[src/rtl/snake_control.sv]
// Snake game control FSM: init, per-frame body shift, grow/erase, redraw, food.
// Define PAUSE_EN to add a pause input that freezes the frame counter in S_WAIT.
module snake_control #(
    parameter int          INIT_LEN  = 4,
    parameter int          MAX_LEN   = 64,
    parameter logic [23:0] FRAME_DIV = 24'd3_000_000
) (
    input  logic        clk,
    input  logic        rst,
    input  logic        key_up,
    input  logic        key_down,
    input  logic        key_left,
    input  logic        key_right,
    input  logic        isDead,
    input  logic        inc_length,
`ifdef PAUSE_EN
    input  logic        pause,
`endif
    output logic        ld_head,
    output logic        ld_q_def,
    output logic        inc_address,
    output logic        rst_address,
    output logic        draw_q,
    output logic        update_head,
    output logic        ld_head_into_prev,
    output logic        ld_q_into_curr,
    output logic        ld_prev_into_q,
    output logic        ld_curr_into_prev,
    output logic        draw_curr,
    output logic        food_en,
    output logic        lock,
    output logic        check_inc,
    output logic [3:0]  cnt_status,
    output logic [2:0]  dir,
    output logic [2:0]  colour,
    output logic [10:0] length,
    output logic        dead
);

    typedef enum logic [4:0] {
        S_RST, S_INIT, S_INITW, S_WAIT, S_UPD, S_HPREV, S_RD, S_LDC, S_WR,
        S_CHK, S_GROW, S_ERASE, S_DRST, S_DRD, S_DRAW, S_FOOD, S_DEAD
    } state_t;

    localparam logic [2:0]  UP     = 3'b100;
    localparam logic [2:0]  DOWN   = 3'b110;
    localparam logic [2:0]  LEFT   = 3'b000;
    localparam logic [2:0]  RIGHT  = 3'b001;
    localparam logic [10:0] INIT_L = 11'(INIT_LEN);
    localparam logic [10:0] MAX_L  = 11'(MAX_LEN);

    state_t      state_q, state_d;
    logic [3:0]  cnt_q, cnt_d;
    logic [10:0] addr_q, addr_d;
    logic [10:0] len_q, len_d;
    logic [23:0] frame_q, frame_d;
    logic [2:0]  dir_q, dir_d;
    logic [14:0] ctrl_q, ctrl_d;
    logic [2:0]  colour_q, colour_d;
    logic [2:0]  dir_req;
    logic        dir_has;
    logic        frame_run;
    logic        last_seg;

`ifdef PAUSE_EN
    assign frame_run = !pause;
`else
    assign frame_run = 1'b1;
`endif

    assign last_seg = (addr_q == len_q - 11'd1);

    // Highest-priority key wins; its reverse of the current heading is dropped.
    always_comb begin
        dir_req = dir_q;
        dir_has = 1'b1;
        if (key_up)         dir_req = UP;
        else if (key_down)  dir_req = DOWN;
        else if (key_left)  dir_req = LEFT;
        else if (key_right) dir_req = RIGHT;
        else                dir_has = 1'b0;
        dir_d = dir_q;
        if (state_q != S_UPD && dir_has &&
            dir_req != (dir_q[2] ? dir_q ^ 3'b010 : dir_q ^ 3'b001))
            dir_d = dir_req;
    end

    always_comb begin
        state_d = state_q;
        cnt_d   = '0;
        addr_d  = addr_q;
        len_d   = len_q;
        frame_d = frame_q;
        unique case (state_q)
            S_RST:   state_d = S_INIT;
            S_INIT: begin
                addr_d  = '0;
                state_d = S_INITW;
            end
            S_INITW: begin
                addr_d = addr_q + 11'd1;
                if (addr_q == INIT_L - 11'd1) begin
                    len_d   = INIT_L;
                    state_d = S_DRST;
                end
            end
            S_WAIT: begin
                if (frame_run) begin
                    if (frame_q == FRAME_DIV - 24'd1) begin
                        frame_d = '0;
                        state_d = isDead ? S_DEAD : S_UPD;
                    end else begin
                        frame_d = frame_q + 24'd1;
                    end
                end
            end
            S_UPD: begin
                addr_d  = '0;
                state_d = S_HPREV;
            end
            S_HPREV: state_d = S_RD;
            S_RD:    state_d = S_LDC;
            S_LDC:   state_d = S_WR;
            S_WR: begin
                addr_d  = addr_q + 11'd1;
                state_d = last_seg ? S_CHK : S_RD;
            end
            S_CHK:
                state_d = (inc_length && len_q < MAX_L) ? S_GROW : S_ERASE;
            S_GROW: begin
                len_d   = len_q + 11'd1;
                state_d = S_DRST;
            end
            S_ERASE: begin
                cnt_d = cnt_q + 4'd1;
                if (cnt_q == 4'd15) state_d = S_DRST;
            end
            S_DRST: begin
                addr_d  = '0;
                state_d = S_DRD;
            end
            S_DRD:   state_d = S_DRAW;
            S_DRAW: begin
                cnt_d = cnt_q + 4'd1;
                if (cnt_q == 4'd15) begin
                    addr_d  = addr_q + 11'd1;
                    state_d = last_seg ? S_FOOD : S_DRD;
                end
            end
            S_FOOD: begin
                cnt_d = cnt_q + 4'd1;
                if (cnt_q == 4'd15) state_d = S_WAIT;
            end
            S_DEAD:  state_d = S_DEAD;
            default: state_d = S_RST;
        endcase
    end

    // Outputs are decoded from the next state so the registered copy lines up
    // with state_q in the same cycle.
    always_comb begin
        ctrl_d   = '0;
        colour_d = 3'b000;
        unique case (state_d)
            S_INIT:  ctrl_d[13:10] = 4'b1001;
            S_INITW: ctrl_d[12:11] = 2'b11;
            S_WAIT:  ctrl_d[1]     = 1'b1;
            S_UPD: begin
                ctrl_d[8]  = 1'b1;
                ctrl_d[10] = 1'b1;
            end
            S_HPREV: ctrl_d[7]     = 1'b1;
            S_LDC:   ctrl_d[6]     = 1'b1;
            S_WR: begin
                ctrl_d[5]  = 1'b1;
                ctrl_d[4]  = 1'b1;
                ctrl_d[11] = 1'b1;
            end
            S_CHK:   ctrl_d[0]     = 1'b1;
            S_GROW:  ctrl_d[5]     = 1'b1;
            S_ERASE: ctrl_d[3]     = 1'b1;
            S_DRST:  ctrl_d[10]    = 1'b1;
            S_DRAW: begin
                ctrl_d[9]  = 1'b1;
                ctrl_d[11] = (cnt_d == 4'd15);
                colour_d   = 3'b010;
            end
            S_FOOD: begin
                ctrl_d[2] = 1'b1;
                colour_d  = 3'b100;
            end
            S_DEAD:  ctrl_d[14]    = 1'b1;
            default: ctrl_d        = '0;
        endcase
    end

    always_ff @(posedge clk) begin
        if (rst) begin
            state_q  <= S_RST;
            cnt_q    <= '0;
            addr_q   <= '0;
            len_q    <= '0;
            frame_q  <= '0;
            dir_q    <= UP;
            ctrl_q   <= '0;
            colour_q <= '0;
        end else begin
            state_q  <= state_d;
            cnt_q    <= cnt_d;
            addr_q   <= addr_d;
            len_q    <= len_d;
            frame_q  <= frame_d;
            dir_q    <= dir_d;
            ctrl_q   <= ctrl_d;
            colour_q <= colour_d;
        end
    end

    assign {dead, ld_head, ld_q_def, inc_address, rst_address, draw_q,
            update_head, ld_head_into_prev, ld_q_into_curr, ld_prev_into_q,
            ld_curr_into_prev, draw_curr, food_en, lock, check_inc} = ctrl_q;
    assign cnt_status = cnt_q;
    assign dir        = dir_q;
    assign colour     = colour_q;
    assign length     = len_q;

endmodule

[config.mk]
export PLATFORM = sky130hd
export DESIGN_NAME = snake_control
export DESIGN_NICKNAME = d
export VERILOG_FILES = /design/src/rtl/snake_control.sv
export SDC_FILE = /design/constraint.sdc
export NUM_CORES = 1
export LEC_CHECK = 0
export CAP_MARGIN = 20
export CORE_MARGIN = 1.5
export CORE_UTILIZATION = 35
export CTS_BUF_LIST = sky130_fd_sc_hd__clkbuf_2
export DETAILED_ROUTE_END_ITERATION = 6
export DONT_BUFFER_PORTS = 1
export SYNTH_ARGS = -nofsm -noshare
export SYNTH_HDL_FRONTEND = slang
export SYNTH_SLANG_ARGS = --single-unit
[constraint.sdc]
create_clock -name clk -period 3.4 [get_ports clk]
set_input_delay 0.51 -clock clk [delete_from_list [all_inputs] [get_ports clk]]
set_output_delay 0.51 -clock clk [all_outputs]
set_load 0.01 [all_outputs]
== After elaboration in Yosys (flattened, before gate mapping) ==
Index checks and enable logic that the tools add are counted.
Storage, ports and cells
  register bits after elaboration: 76
  input port bits: 8
  output and inout port bits: 36
Cells by class
  add/subtract/negate cells: 5
  magnitude comparators: 1
  eq/ne operators: 39
  multiplexer cells: 41
  bitwise logic cells: 2
  reductions and logical operators: 14
Operators with widths (count)
  5-bit one-hot mux with 17 select lines: 1
  5-bit by 4-bit equality test with 1-bit output, second input constant: 15
  5-bit by 3-bit equality test with 1-bit output, second input constant: 7
  11-bit one-hot mux with 3 select lines: 1
  5-bit 2-to-1 mux: 6
  24-bit by 1-bit adder with 24-bit output, second input constant: 1
  24-bit by 22-bit equality test with 1-bit output, second input constant: 1
  24-bit 2-to-1 mux: 1
  11-bit by 1-bit adder with 11-bit output, second input constant: 2
  11-bit 2-to-1 mux: 2
  11-bit one-hot mux with 2 select lines: 1
  5-bit by 2-bit equality test with 1-bit output, second input constant: 4
  1-bit 2-to-1 mux: 19
  3-bit 2-to-1 mux: 5
  11-bit equality test: 1
  11-bit by 2-bit equality test with 1-bit output, second input constant: 1
  11-bit by 7-bit < comparator with 1-bit output, second input constant: 1
  11-bit by 1-bit subtractor with 11-bit output, second input constant: 1
  5-bit by 1-bit equality test with 1-bit output, second input constant: 2
  5-bit equality test, second input constant: 2
  3-bit OR reduction: 3
  4-bit equality test, second input constant: 2
  4-bit 2-to-1 mux: 2
  3-bit one-hot mux with 2 select lines: 1
  other kinds (13): 20

== Longest topological paths before layout ==
Gate-level depths: netlist (run 1).
  word-level depth: 8
  mapped depth: 11
  gate-level depth less buffers: 9

== Least setup slack after synthesis (run 1) ==
OpenSTA, ideal clock, no wires.
  kind: reg-to-reg
  from: register len_q[0] (netlist: length[0])
  to: register ctrl_q[11]
  data arrival time: 2.922 ns
  path slack: 0.392 ns
  cell stages (with the launch flop): 12
  path buffers: 2
  period minus slack after synthesis: 3.008 ns
  path through: dfxtp_1 -> clkbuf_1 -> inv_1 -> ha_1 -> buf_4 -> or4b_1 -> or3_4 -> a2111oi_4 -> nand3_2 -> o31a_1 -> a211o_1 -> a211oi_1
Between the ends
  longest elaborated chain between the ends: 8
Ends and longest elaborated chain
  start, declared: line 55  | logic [10:0] len_q, len_d;
  start signal, assigned: line 211  | len_q <= len_d;
  11-bit by 1-bit subtractor with 11-bit output: line 71  | assign last_seg = (addr_q == len_q - 11'd1);
  11-bit equality test: line 71
  2-bit 2-to-1 mux: line 147  | state_d = last_seg ? S_FOOD : S_DRD;
  5-bit 2-to-1 mux: line 145  | if (cnt_q == 4'd15) begin
  5-bit one-hot mux with 17 select lines *: line 94  | unique case (state_q)
  5-bit by 4-bit equality test with 1-bit output or 5-bit by 2-bit equality test with 1-bit output (tied branches): line 164  | unique case (state_d)
  2-bit OR reduction (no line)
  1-bit one-hot mux with 2 select lines *: line 164
  end signal, assigned: line 214  | ctrl_q <= ctrl_d;
  end, declared: line 58  | logic [14:0] ctrl_q, ctrl_d;
Every way passes the cells marked *; elsewhere a longest branch is shown, timed or not.
A chain may end at the register's enable or synchronous reset.

== Worst setup path after layout (run 1) ==
  from: register len_q[1] (netlist: length[1])
  to: register ctrl_q[7]
Between the ends
  longest elaborated chain between the ends: 7
Ends and longest elaborated chain (line)
  11-bit by 1-bit subtractor with 11-bit output: 71
  11-bit equality test: 71
  2-bit 2-to-1 mux: 147
  5-bit 2-to-1 mux: 145
  5-bit one-hot mux with 17 select lines *: 94
  5-bit by 3-bit equality test with 1-bit output *: 164
  1-bit 2-to-1 mux *: 164
Marked as above.

==> results of run 1 <==
==> routing by layer <==
metal | GRT usage [%] | part of all wire, % | vias to the layer above
li1 | - | - | 1854
met1 | 21.0 | 46 | 1762
met2 | 28.0 | 47 | 65
met3 | 4.74 | 4.5 | 19
met4 | 7.69 | 2.5 | 0
met5 | 0 | 0 | -
==> path summary, 6_finish.rpt <==
check                           start                        to  slack, ns  cells past startpoint
min reg2reg  frame_q[18]$_SDFFE_PP0P_  frame_q[18]$_SDFFE_PP0P_       0.53                      2
min                          key_down       dir[1]$_SDFFE_PP0P_       0.07                      2
max reg2reg    length[1]$_SDFFE_PP0P_      ctrl_q[7]$_SDFF_PP0_       0.30                      9
max            length[1]$_SDFFE_PP0P_      ctrl_q[7]$_SDFF_PP0_       0.30                      9
==> Yosys cell counts, types with 2 or more instances <==
cell type,instances
o2111ai_1,2
or4_1,4
clkbuf_1,19
o21a_1,3
a22oi_1,2
nor2_1,71
xnor2_1,22
a211oi_1,5
nand3b_1,5
nor3_1,24
nor3b_1,5
or2_2,5
o31ai_1,2
mux2_2,3
nor2b_1,3
and4_1,2
or3b_2,2
nand2_1,32
a31oi_1,3
dfxtp_1,75
nand4_1,17
and2_1,3
a21oi_1,30
o211ai_1,5
nor4b_1,5
xor2_1,16
or3_1,15
o21bai_1,3
o211a_1,2
nand3_1,22
and4b_1,2
buf_4,2
ha_1,5
nor4_1,8
nand2b_1,9
a211o_1,3
o21ai_0,15
mux2i_1,2
and3_1,8
inv_1,15
a311oi_1,4
a21boi_0,3
==> stage by stage <==
stage                     setup slack [ns]  std cells  util, %  power, mW  hold slack, ns
after global placement               0.430        642     37.3       1.18           0.488
after global routing                0.0448        660     38.6       1.84          0.0471
after detailed placement             0.360        642     37.3       1.18           0.514
after CTS                            0.312        659     38.6       1.77          0.0106
after floorplan                      0.392        514        -       1.14           0.472
final                                0.303        660     38.6       1.75          0.0674
==> power by group <==
group          switching [mW]  internal [mW]
logic                   0.129         0.0943
registers              0.0429          0.906
clock network           0.333          0.243
==> timing repair <==
action                    4_1_cts  5_1_grt
hold endpoints to repair       24        0
gates resized for setup         0        0
hold buffers                    1        0
==> kinds of logic after synthesis <==
family	share of synthesized area, %
AOI/OAI and AO/OA	16.1
xor gates and xnor gates	8.02
adders and majority gates	1.75
buffers and inverters	3.65
DFF	36.2
muxes	1.30
other	0.0903
and+or+nand+nor	32.9
==> worst reg2reg max path, cell delays in order (launching register included) <==
cell       delay [ns]
dfxtp_1          0.46
inv_1            0.09
ha_1             0.16
or4b_1           0.46
or3_4            0.40
a2111oi_4        0.42
nand3_2          0.13
o31ai_1          0.39
nand3b_2         0.19
nor4_1           0.30
==> placed cells by master (no fill, tap or decap), types with 9 or more instances in the layout <==
| cell type | netlist | layout |
|---|---|---|
| a21oi_1 | 30 | 30 |
| clkbuf_2 | 1 | 10 |
| dfxtp_1 | 75 | 75 |
| inv_1 | 15 | 15 |
| nand2_1 | 32 | 32 |
| nand2b_1 | 9 | 9 |
| nand3_1 | 22 | 22 |
| nand4_1 | 17 | 17 |
| nor2_1 | 71 | 71 |
| nor3_1 | 24 | 24 |
| o21ai_0 | 15 | 15 |
| or3_1 | 15 | 15 |
| xnor2_1 | 22 | 22 |
| xor2_1 | 16 | 16 |
==> area by class of cell <==
| type | count | area (um^2) | share of cell area (%) |
|---|---|---|---|
| Clock buffer | 9 | 45.0 | 1.01 |
| Clock inverter | 7 | 90.1 | 2.03 |
| Inverter | 15 | 56.3 | 1.27 |
| Multi-Input combinational cell | 401 | 2500 | 56.2 |
| Sequential cell | 75 | 1500 | 33.8 |
| Tap cell | 143 | 179 | 4.02 |
| Timing Repair Buffer | 10 | 75.1 | 1.69 |
==> flip-flops by register name, indices dropped and copies added, names as in the netlist <==
| signal | count |
|---|---|
| frame_q | 24 |
| ctrl_q | 15 |
| addr_q | 11 |
| length | 11 |
| state_q | 5 |
| cnt_status | 4 |
| dir | 3 |
| colour | 2 |
==> metrics, run 1 <==
gp weighted congestion=0.850; die area=0.0125 mm^2; Layout fillers=1192; Syn. warnings=0; crit end category=flop; drt via density=5.61; DRC viols=14; vias in the first global route=3548; chip width=112 um; power per cell area=393 mW/mm^2; Tightest Pin Transition=0.994 ns; Synth Instances=514; Syn Area/Cell=8.08 um^2; RSZ-0062 raised after global routing=false; layout cells sized above 1=8.70%; fin. max-slew vios=0; maxcap violations=0; GRT Overall Usage=17.1%; Post-synth EDFFs=0; Layout area overhead=7.08%; Area contributors post-synth=dfxtp_1, nor2_1, xnor2_1; final setup TNS=0 ns; total number of vias=3700; final setup fails=0; Cell Area, Synth=0.00415 mm^2; Seq cells post-synth=75; f_max=323 MHz; failing checks=design-rule violations; DR pass1 iterations=7; cell taking the most area after synthesis=dfxtp_1; initial DRC count=259; I/O Buffers=0; worst hold-check path type=in2reg; DP Area=0.00430 mm^2; post-route minimum period=3.10 ns; Die Y=112 um; CTS tree=yes; critical path class=reg2reg; routed len/inst=15.3 um; Post-CTS Setup Inserts=0; Clock Skew=0.0252 ns; CTS clk-pin slew, worst paths=0.22 ns; slowest stage delay, CP=0.46 ns; Ports=44; Slew HR=33.5%; maximum clock path buffer count=2; Detail Placement HPWL=7.44 mm; # nets final=525; share of the synthesized area in the top cell type=36.2%; Routed Antenna Nets=0; Seq/Total Area, Yosys=36.2%; cell area after layout=0.00445 mm^2; Netlist cell types=73; status=finished with violations; Primary FF master, synth=dfxtp_1; antenna violations before repair=1; CTS buffer count=9; GRT overflow=0; syn nets=527; Sink Count=75; CP Cell Sequence=inv_1, ha_1, or4b_1, or3_4, a2111oi_4, nand3_2, o31ai_1, nand3b_2, nor4_1; antenna cells=0; first-pass GRT wire length=17.3 mm; startpoint class of the critical path=flop; WP data required=3.87 ns; Tcrit/Tclk final=91.1%; Final Hold Viols=0; Synth async-reset ratio=0%; Crit-path slowest cell=dfxtp_1; H-tree levels=3; worst skew pair latency=0.57 ns; worst endpoint data arrival time=3.57 ns; Core ar.=0.0115 mm^2; CTS root buffer=clkbuf_2; largest net degree at the start of global routing=25; CP max FO=8; Top Family by Delay on Critical Path=simple AND/OR/NAND/NOR gates; Max rail drop VDD=0.140 mV; std cell rows=39; WL final=10.1 mm; number of buffers and inverters on the critical path=1; starting density of the core=36.0%; LEAKAGE=1.49 nW
(Power assumes the default switching activity.)
==> run 2, diff against run 1 <==
- MAX_ROUTING_LAYER: not set -> met4
==> metrics, run 2 (synthesized netlist as in run 1, its figures left out) <==
CP Cell Sequence=inv_1, ha_1, or4b_1, or3_4, a2111oi_4, nand3_2, o31ai_1, nand3b_2, nor4_1; RSZ-0062 raised after global routing=false; layout cells sized above 1=8.70% (unchanged); I/O Buffers=0 (unchanged); Top Registers=frame_q (24), ctrl_q (15); Layout area overhead=7.14% (about the same); slowest stage delay, CP=0.46 ns (about the same); initial DRC count=233 (-10%); die area=0.0125 mm^2 (unchanged); Clock Skew=0.0284 ns (+0.00327 ns); Sink Count=75 (unchanged); maximum clock path buffer count=2 (unchanged); crit end category=flop; first-pass GRT wire length=17.3 mm (about the same); cell area after layout=0.00445 mm^2 (about the same); GRT Overall Usage=17.6% (+0.53 points); WP data required=3.88 ns (about the same); Tightest Pin Transition=0.984 ns (-0.00941 ns); LEAKAGE=1.49 nW (about the same); Final Hold Viols=0 (unchanged); CP max FO=8 (unchanged); # nets final=525 (unchanged); worst hold-check path type=in2reg; CTS resizes=0 (unchanged); CTS tree=yes; worst endpoint data arrival time=3.58 ns (about the same); total number of vias=3695 (-0.14%); DP Area=0.00430 mm^2 (unchanged); Crit-path slowest cell=dfxtp_1; Core ar.=0.0115 mm^2 (unchanged); DP Worst Slack=0.360 ns (unchanged); Routed Antenna Nets=0 (unchanged); power per cell area=393 mW/mm^2 (-0.14%); f_max=323 MHz (about the same); DRC viols=14 (unchanged); largest net degree at the start of global routing=25 (unchanged); Post-CTS Setup Inserts=0 (unchanged); CTS buffer count=9 (unchanged); worst skew pair latency=0.57 ns (about the same); Tcrit/Tclk final=91.1% (about the same); largest reg by FF count=frame_q; final core occ=38.6% (about the same); post-route minimum period=3.10 ns (+0.00207 ns); status=finished with violations; antenna violations before repair=1 (unchanged); startpoint class of the critical path=flop; chip width=112 um (unchanged); routed len/inst=15.2 um (-0.59%); commonest non-fill, non-tap cell in the layout=dfxtp_1; number of buffers and inverters on the critical path=1 (unchanged); CTS root buffer=clkbuf_2; vias in the first global route=3552 (+0.11%); Fin Hold WS=0.0634 ns (-0.00395 ns); Slew HR=34.2% (+0.63 points); DR pass1 iterations=7 (unchanged); Ports=44 (unchanged); drt via density=5.59 (-0.29%); final setup fails=0 (unchanged); H-tree levels=3 (unchanged); Max rail drop VDD=0.140 mV (-0.21%); maxcap violations=0 (unchanged); Die Y=112 um (unchanged); failing checks=design-rule violations; std cell rows=39 (unchanged); WL final=10.0 mm (-0.44%); starting density of the core=36.0% (unchanged); GRT overflow=0 (unchanged); setup ws final=0.301 ns (-0.00207 ns); max reg flops=24 (unchanged); final setup TNS=0 ns (unchanged); Detail Placement HPWL=7.44 mm (unchanged); most frequent cells in the layout=dfxtp_1, nor2_1, nand2_1; fin. max-slew vios=0 (unchanged); CTS clk-pin slew, worst paths=0.22 ns (about the same); gp weighted congestion=0.863 (+1.6%); Top Family by Delay on Critical Path=simple AND/OR/NAND/NOR gates; critical path class=reg2reg; Layout fillers=1192 (unchanged)
[run 2: layer usage]
metal  GRT usage, %  up-vias  wire length (um)
met5              -        -                 0
met4           9.23        0               298
met3           3.76       18               415
met2           28.0       67              4700
met1           21.0     1746              4640
li1               -     1864                 -
[run 2: worst paths after layout]
path | cells past startpoint | startpoint | end | slack, ns
worst max register to register | 9 | length[1]$_SDFFE_PP0P_ | ctrl_q[7]$_SDFF_PP0_ | 0.30
worst max-delay path | 9 | length[1]$_SDFFE_PP0P_ | ctrl_q[7]$_SDFF_PP0_ | 0.30
worst min register to register | 2 | frame_q[18]$_SDFFE_PP0P_ | frame_q[18]$_SDFFE_PP0P_ | 0.53
worst min-delay path | 2 | key_down | dir[1]$_SDFFE_PP0P_ | 0.06
[run 2: final cells by class]
| type | instances | area, um^2 | share of cell area (%) |
|---|---|---|---|
| multi-input cells | 401 | 2500 | 56.2 |
| flip-flops and latches | 75 | 1500 | 33.8 |
| inverters | 15 | 56.3 | 1.27 |
| well taps | 143 | 179 | 4.02 |
| clock buffers | 9 | 45.0 | 1.01 |
| clock inverters | 7 | 90.1 | 2.03 |
| diodes | 1 | 2.50 | 0.0563 |
| repair buffers | 10 | 75.1 | 1.69 |
[run 2: repair_timing]
| item | 4_1_cts | 5_1_grt |
|---|---|---|
| hold buffers | 1 | 0 |
| setup endpoints to repair | 0 | 0 |
| endpoints found under the hold margin | 24 | 0 |
[run 2: where the power goes]
part / switching [mW] / internal, mW / total [mW]
logic: 0.130 / 0.0943 / 0.224
registers: 0.0424 / 0.906 / 0.949
clock network: 0.332 / 0.243 / 0.575
total: 0.504 / 1.24 / 1.75
[run 2: stage by stage]
stage	cells	power, mW
2_1_floorplan	514	1.14
3_3_place_gp	642	1.18
3_5_place_dp	642	1.18
4_1_cts	659	1.77
5_1_grt	661	1.84
6_report	661	1.75
==> run 3, diff against run 2 <==
- CAP_MARGIN: 20 -> not set
- CORE_MARGIN: 1.5 -> 2
==> metrics, run 3 (synthesized netlist as in run 1, its figures left out) <==
status=finished with violations; failing checks=design-rule violations; vias in the first global route=3612 (+1.7%); Slew HR=26.8% (-7.4 points); CP max FO=6 (-2); DR pass1 iterations=6 (-1); largest net degree at the start of global routing=24 (-4.0%); drt via density=5.72 (+2.3%); worst hold-check path type=in2reg; GRT overflow=0 (unchanged); worst skew pair latency=0.58 ns (about the same); CP startpoint=length[0]$_SDFFE_PP0P_; max reg flops=24 (unchanged); starting density of the core=36.0% (unchanged); std cell rows=39 (unchanged); H-tree levels=3 (unchanged); Tcrit/Tclk final=87.9% (-3.2 points); sequential fraction of design power=54.0% (-0.3 points); maximum clock path buffer count=2 (unchanged); total number of vias=3773 (+2.1%); Top Registers=frame_q (24), ctrl_q (15); hold path start=rst; Crit-path slowest cell=or4b_1; antenna violations before repair=0 (-1); maxcap violations=0 (unchanged); slowest stage delay, CP=0.46 ns (about the same); non-filler instance count after layout=660 (-0.15%); Detail Placement HPWL=7.74 mm (+4.0%); gp weighted congestion=0.853 (-1.2%); P_int=1.25 mW (+0.38%); Die Y=113 um (+0.89%); die area=0.0127 mm^2 (+1.8%); initial DRC count=163 (-30%); setup ws final=0.410 ns (+0.109 ns); CTS root buffer=clkbuf_2; DP Worst Slack=0.433 ns (+0.0729 ns); Routed Antenna Nets=0 (unchanged); CTS buffer count=9 (unchanged); I/O Buffers=0 (unchanged); Placed Instances=643 (+0.16%); CTS tree=yes; layout cells sized above 1=8.90% (+0.19 points); switching power=0.510 mW (+1.3%); fin. max-slew vios=0 (unchanged); critical path class=reg2reg; Max rail drop VDD=0.215 mV (+54%); Core ar.=0.0115 mm^2 (unchanged); final setup TNS=0 ns (unchanged); Ports=44 (unchanged); worst endpoint data arrival time=3.46 ns (-0.12 ns); commonest non-fill, non-tap cell in the layout=dfxtp_1; Layout area overhead=7.23% (about the same); Clk pwr share=33.2% (+0.3 points); # nets final=525 (unchanged); LEAKAGE=1.49 nW (about the same); most frequent cells in the layout=dfxtp_1, nor2_1, nand2_1; post-route minimum period=2.99 ns (-0.109 ns); Clock Skew=0.0411 ns (+0.0126 ns); sw frac=29.0% (+0.18 points); power per cell area=395 mW/mm^2 (+0.55%); startpoint class of the critical path=flop; DRC viols=5 (-9); chip width=113 um (+0.89%); GRT Overall Usage=17.5% (-0.17 points); Comb power frac=12.8% (about the same); CTS clk-pin slew, worst paths=0.21 ns (about the same); Post-CTS Setup Inserts=0 (unchanged); crit end category=flop; reg2reg start=length[0]$_SDFFE_PP0P_; largest reg by FF count=frame_q; routed len/inst=15.9 um (+4.6%); Sink Count=75 (unchanged); WP data required=3.87 ns (about the same); antenna cells=0 (-1); Final Hold Viols=0 (unchanged); f_max=334 MHz (+3.7%); Tightest Pin Transition=1.08 ns (+0.100 ns); CP Cell Sequence=inv_1, ha_1, or4b_1, or3_4, a2111oi_4, nand3_2, o31ai_1, nand3b_2, nor4_1; first-pass GRT wire length=17.4 mm (+0.72%); RSZ-0062 raised after global routing=false; WL final=10.5 mm (+4.5%); final setup fails=0 (unchanged)
[run 3: what timing repair did]
| item | CTS | global route |
|---|---|---|
| hold buffers | 1 | 0 |
| gates resized for setup | 0 | 0 |
| setup endpoints to repair | 0 | 0 |
| endpoints found under the hold margin | 23 | 0 |
[run 3: final cells by class]
cell class | count | area [um^2]
Clock inverter | 6 | 88.8
Tap cell | 143 | 179
Clock buffer | 10 | 50.0
Sequential cell | 75 | 1500
Fill cell | 1183 | 7060
Timing Repair Buffer | 10 | 77.6
Multi-Input combinational cell | 401 | 2500
Inverter | 15 | 56.3
[run 3: path summary, 6_finish.rpt]
path | to | slack (ns) | depth (start not counted)
min reg2reg | frame_q[23]$_SDFFE_PP0P_ | 0.53 | 2
max reg2reg | ctrl_q[7]$_SDFF_PP0_ | 0.41 | 9
min | dir[2]$_SDFFE_PP1P_ | 0.03 | 1
max | ctrl_q[7]$_SDFF_PP0_ | 0.41 | 9
[run 3: metal layers]
layer	wire, um	vias up	GRT usage [%]
met5	0	-	-
met4	170	0	6.59
met1	4750	1816	21.2
met2	5090	79	27.8
li1	-	1865	-
met3	478	13	4.93
[run 3: power by group through the flow]
stage	Combinational [mW]	Sequential [mW]	Clock (mW)
CTS	0.225	0.950	0.601
finish	0.225	0.950	0.584
floorplan	0.195	0.944	0
global route	0.252	0.956	0.630
detailed placement	0.218	0.967	0
global placement	0.214	0.966	0
[run 3: stage by stage]
stage	hold slack [ns]	utilization, %	area, um^2	power, mW
after floorplan	0.472	-	4150	1.14
after global placement	0.496	37.4	4300	1.18
after detailed placement	0.507	37.4	4300	1.18
after CTS	0.000431	38.7	4450	1.78
after global routing	0.00795	38.7	4450	1.84
final	0.0298	38.7	4450	1.76
[run 3: critical path, delay by kind of cell, from the launching register on]
kind,cells,cell delay (ns)
and+or+nand+nor,5,1.48
buffers and inverters,1,0.06
DFF,1,0.36
adders and majority gates,1,0.16
AOI/OAI and AO/OA,2,0.84
